$ cat config.mk
export PLATFORM = sky130hd
export DESIGN_NAME = exec_stat_ctrl
export DESIGN_NICKNAME = d
export VERILOG_FILES = /design/src/rtl/exec_stat_ctrl.sv
export SDC_FILE = /design/constraint.sdc
export NUM_CORES = 1
export LEC_CHECK = 0
export CAP_MARGIN = 20
export CORE_AREA = 2 2 57 59
export DETAILED_ROUTE_END_ITERATION = 8
export DIE_AREA = 0 0 59 61
export PLACE_DENSITY = 0.75
export SLEW_MARGIN = 20
export SYNTH_ARGS = -nofsm -noshare
export SYNTH_HDL_FRONTEND = slang
export SYNTH_SLANG_ARGS = --single-unit
$ cat constraint.sdc
create_clock -name clk -period 2.4 [get_ports clk]
set_input_delay 0.24 -clock clk [delete_from_list [all_inputs] [get_ports clk]]
set_output_delay 0.24 -clock clk [all_outputs]
set_load 0.02 [all_outputs]
$ cat src/rtl/exec_stat_ctrl.sv
// Run/halt sequencer for the single-cycle CPU: gates the PC write enable, drives the
// statistics-counter enables/clear and rotates the seven-segment display selector.
module exec_stat_ctrl #(
  parameter int unsigned SEL_PERIOD = 32'd1000000
) (
  input  logic       clk,
  input  logic       rst,
  input  logic       go,
  input  logic       clr,
  input  logic       halt,
  input  logic       step_mode,
  input  logic       is_jmp,
  input  logic       is_br_taken,
  output logic       run_en,
  output logic       cyc_en,
  output logic       jmp_en,
  output logic       br_en,
  output logic       cnt_rst,
  output logic [1:0] sel,
  output logic [1:0] state
);

  typedef enum logic [1:0] {
    S_IDLE = 2'd0,
    S_RUN  = 2'd1,
    S_HALT = 2'd2,
    S_STEP = 2'd3
  } state_e;

  state_e      state_q, state_d;
  logic        ign_halt_q, ign_halt_d;
  logic [31:0] pre_q, pre_d;
  logic [1:0]  sel_q, sel_d;
  logic        active_s;
  logic        hlt_s;

  assign active_s = (state_q == S_RUN) || (state_q == S_STEP);
  // The halt that stopped us is still decoded on resume; mask it for one active cycle.
  assign hlt_s    = halt & ~ign_halt_q;

  assign run_en  = active_s & ~hlt_s;
  assign cyc_en  = active_s;
  assign jmp_en  = active_s & is_jmp & ~hlt_s;
  assign br_en   = active_s & is_br_taken & ~hlt_s;
  assign cnt_rst = clr | (go & (state_q == S_IDLE));
  assign sel     = sel_q;
  assign state   = state_q;

  // Next-state logic for the sequencer, halt mask and display prescaler.
  always_comb begin
    state_d    = state_q;
    ign_halt_d = ign_halt_q;
    case (state_q)
      S_IDLE: begin
        if (go) state_d = S_RUN;
        else    state_d = S_IDLE;
      end
      S_RUN: begin
        ign_halt_d = 1'b0;
        if (hlt_s)          state_d = S_HALT;
        else if (step_mode) state_d = S_HALT;
        else                state_d = S_RUN;
      end
      S_HALT: begin
        if (go) begin
          ign_halt_d = 1'b1;
          if (step_mode) state_d = S_STEP;
          else           state_d = S_RUN;
        end else begin
          state_d = S_HALT;
        end
      end
      S_STEP: begin
        ign_halt_d = 1'b0;
        state_d    = S_HALT;
      end
      default: begin
        ign_halt_d = 1'b0;
        state_d    = S_IDLE;
      end
    endcase

    if (pre_q >= SEL_PERIOD - 32'd1) begin
      pre_d = 32'd0;
      if (sel_q >= 2'd2) sel_d = 2'd0;
      else               sel_d = sel_q + 2'd1;
    end else begin
      pre_d = pre_q + 32'd1;
      sel_d = sel_q;
    end
  end

  // State registers with asynchronous reset.
  always_ff @(posedge clk or posedge rst) begin
    if (rst) begin
      state_q    <= S_IDLE;
      ign_halt_q <= 1'b0;
      pre_q      <= 32'd0;
      sel_q      <= 2'd0;
    end else begin
      state_q    <= state_d;
      ign_halt_q <= ign_halt_d;
      pre_q      <= pre_d;
      sel_q      <= sel_d;
    end
  end

endmodule
==> results of run 1 <==
## synthesized netlist by cell type (2+ instances only)
cell,count,area (µm²)
nand4_1,3,18.8
a21oi_1,4,20.0
nor2_1,28,105
xnor2_1,7,61.3
mux2_4,2,30.0
dfrtp_1,37,926
nor4_1,4,25.0
and4_1,2,17.5
nor3_1,2,10.0
and3_1,5,31.3
nand3_1,9,45.0
nand2b_1,3,18.8
nand2_1,8,30.0
xor2_1,11,96.3
inv_1,3,11.3
## per-layer routing
metal  vias to the layer above  global-route usage (%)  part of all wire (%)
met3                         6                    5.76                   3.8
li1                        526                       -                     -
met1                       524                    21.4                    46
met5                         -                       0                     0
met4                         0                    7.79                   1.5
met2                        19                    27.9                    48
## sequential cells by signal, summed over array words and instances (netlist names)
name / count
ign_halt_q: 1
sel: 2
pre_q: 32
state: 2
## through the flow
step	setup slack, ns	cells	utilization (%)	hold slack (ns)
6_report	0.150	209	63.7	0.280
3_3_place_gp	0.208	201	60.7	0.475
4_1_cts	0.0868	209	63.6	0.286
5_1_grt	0.0380	209	63.7	0.346
2_1_floorplan	0.234	152	-	0.370
3_5_place_dp	0.122	201	60.7	0.488
## cells by family (layout without fill, tap and decap cells)
| kind of cell | after synthesis | count (layout) | share of synthesized area, % |
|---|---|---|---|
| AO/OA/AOI/OAI | 7 | 7 | 3.15 |
| XOR/XNOR | 18 | 18 | 10.2 |
| adder cells (fa/ha/maj) | 1 | 1 | 0.807 |
| buffers and inverters | 6 | 30 | 2.18 |
| flip-flops | 37 | 37 | 59.7 |
| multiplexers | 2 | 2 | 1.94 |
| other | 1 | 12 | 0.242 |
| AND/OR/NAND/NOR | 69 | 69 | 21.8 |
## cell type report
type / count / area share [%]
Sequential cell: 37 / 49.2
Multi-Input combinational cell: 109 / 33.6
Timing Repair Buffer: 19 / 9.91
Clock inverter: 3 / 2.46
Tap cell: 33 / 2.20
Clock buffer: 5 / 2.00
Inverter: 3 / 0.599
## report_power, final
part           internal, mW  total [mW]  switching, mW
clock network         0.220       0.431          0.210
logic                 0.108       0.206         0.0973
registers             0.660       0.691         0.0310
## how the worst max path moves through the flow
stage / from / slack (ns) / to
after floorplan: pre_q[12] / 0.23 / sel[0]
after global placement: pre_q[12] / 0.21 / pre_q[16]
after detailed placement: pre_q[12] / 0.12 / pre_q[2]
after CTS: pre_q[12] / 0.09 / pre_q[2]
after global routing: pre_q[12] / 0.04 / pre_q[2]
final: pre_q[12] / 0.15 / pre_q[2]
## worst max-delay path: cells and delay by family, from the launching register on
family	cells	cell delay (ns)
simple gates	3	1.11
flops	1	0.43
compound gates	2	0.37
buf+inv	1	0.23
==> summary.txt, run 1 <==
Run status
  • Status: completed

Power
  • Total Power: 1.33 mW
  • Peak supply drop: 0.348 mV
  • P_leak: 0.812 nW
  • PwrDens: 706 nW/µm²

Routing
  • Post-route DRC: 0
  • Final wirelength: 2740 µm
  • Final ANT Viol Nets: 0
  • Via count: 1075
  • Starting DRT DRC Count: 18
  • Number of detailed-route iterations in the first pass: 4
  • Vias/cell: 5.14
  • Per-cell routed wire length: 13.1 µm

Floorplanning
  • Die area: 3600 µm²
  • Core area: 2950 µm²
  • IO Count: 17
  • Initial Utilization: 52.5%
  • Die Wd: 59 µm
  • Row cnt: 20
  • Die H: 61 µm

Placement
  • Routability cong.: 0.773
  • Placed wire-length estimate: 1880 µm
  • Placed Instance Area: 1790 µm²
  • Buffers on Ports: 16

Layout
  • Final Cell Area: 1880 µm²
  • Layout Nets: 184
  • Commonest non-fill, non-tap cell in the layout: dfrtp_1
  • Layout area overhead: 21.3%
  • Fillcell total: 238
  • Layout cell share with drive strength beyond 1: 8.52%
  • Antenna cells: 0
  • Multi-input logic area: 632 µm²
  • Commonest non-fill, non-tap cells in the layout: 37 x dfrtp_1, 28 x nor2_1, 16 x clkdlybuf4s50_1
  • Register area: 926 µm²

STA
  • RSZ-0062 raised after global routing: no
  • Slew Viols, Final: 0
  • Final Hold Violating Endpoints: 0
  • Fin Setup TNS: 0 ns
  • Final period util: 93.8%
  • Clock skew: 0.00954 ns
  • Max Fclk: 444 MHz
  • Tmin final: 2.25 ns
  • Final setup viols: 0

Setup path
  • Worst r2r dst: pre_q[2]
  • Slowest CP cell: or4_1
  • Crit. End Element: flip-flop
  • Crit path kind: flip-flop to flip-flop
  • Reg2Reg Setup Slack: 0.15 ns
  • Worst EP required: 2.64 ns
  • Largest stage delay on the critical path: 0.55 ns
  • CP max FO: 20
  • CP Launch Type: flip-flop
  • Worst Path Arrival: 2.49 ns
  • Worst-path cell chain: or4_1 -> or4b_1 -> a211o_1 -> o211ai_2 -> buf_6 -> nor2_1
  • Worst reg2reg path depth: 6
  • RR Startpoint: pre_q[12]

Yosys
  • Number of flops mapped to enable cells by yosys: 0
  • Post-synthesis sequential area ratio: 59.7%
  • Post-Syn Instances: 141
  • Syn Std Cell Area: 1550 µm²
  • Synth warnings: 0
  • Async SR Flop Fraction: 100%
  • Flops & latches, synth: 37
  • Mapped Avg Cell Area: 11.0 µm²
  • Post-synth top flop: dfrtp_1
  • Yosys cell types: 28

Global route
  • Vias in the first global route: 1004
  • Gr ovfl total: 0
  • Total GRT Usage: 17.3%
  • First-pass GRT wire length: 4440 µm
  • Largest net degree at the start of global routing: 38
  • Initial antenna violation count: 0

CTS
  • Worst-skew pair later-pin latency: 0.35 ns
  • Cts hold-fix bufs: 0
  • TritonCTS clock tree: yes
  • Clock sink count: 37
  • Setup bufs post-CTS: 0
  • Cts repair resizes: 0
  • Num CTS Buffers: 5
  • Clk slew on worst S/H paths: 0.11 ns
  • Max Root-Sink Buffers: 2
  • Clock Root Buffer: clkbuf_4
  • H-tree depth: 2

Worst hold path
  • Hold WC Path Type: input pin to asynchronous set/reset pin

Flow run
  • Number of max-cap violations: 0
Note: power is estimated with default switching activity, not from simulation.
==> run 2: changes to the inputs <==
--- a/config.mk
+++ b/config.mk
@@ -5,11 +5,11 @@
 export SDC_FILE = /design/constraint.sdc
 export NUM_CORES = 1
 export LEC_CHECK = 0
-export CAP_MARGIN = 20
 export CORE_AREA = 2 2 57 59
 export DETAILED_ROUTE_END_ITERATION = 8
 export DIE_AREA = 0 0 59 61
 export PLACE_DENSITY = 0.75
+export SKIP_LAST_GASP = 1
 export SLEW_MARGIN = 20
 export SYNTH_ARGS = -nofsm -noshare
 export SYNTH_HDL_FRONTEND = slang
==> results of run 2 <==
Final layout, timing and power as in run 1 (identical DEF).
==> run 3: changes to the inputs <==
--- a/config.mk
+++ b/config.mk
@@ -6,9 +6,10 @@
 export NUM_CORES = 1
 export LEC_CHECK = 0
 export CORE_AREA = 2 2 57 59
+export CTS_CLUSTER_DIAMETER = 100
 export DETAILED_ROUTE_END_ITERATION = 8
 export DIE_AREA = 0 0 59 61
-export PLACE_DENSITY = 0.75
+export PLACE_DENSITY_LB_ADDON = 0.2
 export SKIP_LAST_GASP = 1
 export SLEW_MARGIN = 20
 export SYNTH_ARGS = -nofsm -noshare
==> run 3 against run 2 <==
Net effect:
- first-iteration DRC count is 83% higher
- sequential share of layout area fell by 0.39 points
- sequential power hardly changed
- combinational power decreased by 4%
- critical path depth did not move
- utilization grew 0.51 points
- critical path type unchanged
- highest routed layer unchanged
==> summary.txt, run 3 (synthesized netlist as in run 1, its figures left out) <==
Run status
  • Status: completed

Floorplanning
  • Die Wd: 59 µm
  • Die area: 3600 µm²
  • Core area: 2950 µm²
  • IO Count: 17
  • Initial Utilization: 52.5%
  • Row cnt: 20
  • Die H: 61 µm

CTS
  • H-tree depth: 2
  • Clk slew on worst S/H paths: 0.11 ns
  • Cts hold-fix bufs: 0
  • TritonCTS clock tree: yes
  • Clock sink count: 37
  • Setup bufs post-CTS: 0
  • Clock Root Buffer: clkbuf_4
  • Max Root-Sink Buffers: 2
  • Cts repair resizes: 0
  • Num CTS Buffers: 5
  • Worst-skew pair later-pin latency: 0.33 ns

Layout
  • Max reg flops: 32
  • Commonest non-fill, non-tap cells in the layout: 37 x dfrtp_1, 28 x nor2_1, 16 x clkdlybuf4s50_1
  • Layout Nets: 184
  • Final Cell Area: 1900 µm²
  • Most flops, register: pre_q
  • Layout area overhead: 22.3%
  • Fillcell total: 240
  • Layout cell share with drive strength beyond 1: 8.52%
  • Antenna cells: 0
  • Commonest non-fill, non-tap cell in the layout: dfrtp_1

Routing
  • Vias/cell: 5.05
  • Post-route DRC: 0
  • Final ANT Viol Nets: 0
  • DR top layer: met4
  • Per-cell routed wire length: 11.4 µm
  • Wire length on met2: 1170 µm
  • Post-Route M1 WL: 1130 µm
  • Number of detailed-route iterations in the first pass: 4
  • Starting DRT DRC Count: 33
  • Via count: 1056
  • Metal3 WL: 66 µm
  • Final wirelength: 2390 µm

Placement
  • Buffers on Ports: 16
  • Dpl ws: 0.156 ns
  • Routability cong.: 0.769
  • Placed wire-length estimate: 1770 µm
  • Placed Instance Area: 1790 µm²

Power
  • PwrDens: 741 nW/µm²
  • Peak supply drop: 0.499 mV
  • P_leak: 0.824 nW

Global route
  • Vias in the first global route: 1029
  • Total GRT Usage: 15.9%
  • Largest net degree at the start of global routing: 38
  • Gr ovfl total: 0
  • First-pass GRT wire length: 4230 µm
  • Initial antenna violation count: 0

STA
  • Slew Viols, Final: 0
  • Tmin final: 2.27 ns
  • Hold WS: 0.305 ns
  • Setup WS post-layout: 0.133 ns
  • Final period util: 94.5%
  • Fin Setup TNS: 0 ns
  • Clock skew: 0.00757 ns
  • RSZ-0062 raised after global routing: no
  • Max Fclk: 441 MHz
  • Final Hold Violating Endpoints: 0
  • Final setup viols: 0

Flow run
  • Number of max-cap violations: 0

Setup path
  • Crit. End Element: flip-flop
  • Worst Path Arrival: 2.48 ns
  • Worst EP required: 2.62 ns
  • CP Launch Type: flip-flop
  • Crit path kind: flip-flop to flip-flop
  • CP max FO: 20

Worst hold path
  • Hold WC Path Type: input pin to asynchronous set/reset pin
run 3: cell count changes in the layout (fill, tap and decap cells not counted):
cell        before  now
buf_4            2    3
buf_6            1    0
bufinv_16        1    2
clkinv_2         0    1
clkinv_4         1    0
clkinvlp_4       1    0
run 3: report_power, final:
part | switching, mW | internal, mW | leakage [nW]
logic | 0.0896 | 0.108 | 0.288
clock network | 0.195 | 0.323 | 0.0552
registers | 0.0294 | 0.660 | 0.480
total | 0.314 | 1.09 | 0.824
run 3: layout make-up:
class / instances / area (µm²) / share of cell area [%]
Multi-Input combinational cell: 109 / 632 / 33.3
Tap cell: 33 / 41.3 / 2.18
Sequential cell: 37 / 926 / 48.8
Inverter: 3 / 11.3 / 0.594
Clock inverter: 3 / 65.1 / 3.43
Timing Repair Buffer: 19 / 183 / 9.64
Clock buffer: 5 / 37.5 / 1.98
run 3: routing by layer:
layer  track usage [%]  vias to the layer above
li1                  -                      527
met1              19.7                      519
met2              25.9                        8
met3              5.12                        2
met4              6.82                        0
met5                 0                        -
run 3: critical path, stage by stage, from the launching register on:
cell	delay, ns
dfrtp_1	0.43
or4_1	0.54
or4b_1	0.47
a211o_1	0.25
o211ai_2	0.11
buf_4	0.28
nor2_1	0.07
run 3: per-stage QoR:
| step | utilization [%] | std cells | total power, mW |
|---|---|---|---|
| 5_1_grt | 64.2 | 209 | 1.48 |
| 3_5_place_dp | 60.7 | 201 | 0.903 |
| 2_1_floorplan | - | 152 | 0.812 |
| 3_3_place_gp | 60.7 | 201 | 0.898 |
| 4_1_cts | 64.2 | 209 | 1.42 |
| 6_report | 64.2 | 209 | 1.41 |
run 3: worst paths after layout:
kind / from / end / slack [ns] / depth (start not counted)
max reg2reg: pre_q[12] / pre_q[19] / 0.13 / 6
min in group clk: ign_halt_q / ign_halt_q / 0.51 / 2
min reg2reg: ign_halt_q / ign_halt_q / 0.51 / 2
max: pre_q[12] / pre_q[19] / 0.13 / 6
min: rst / pre_q[14] / 0.30 / 3
max in group asynchronous: rst / pre_q[10] / 1.78 / 3
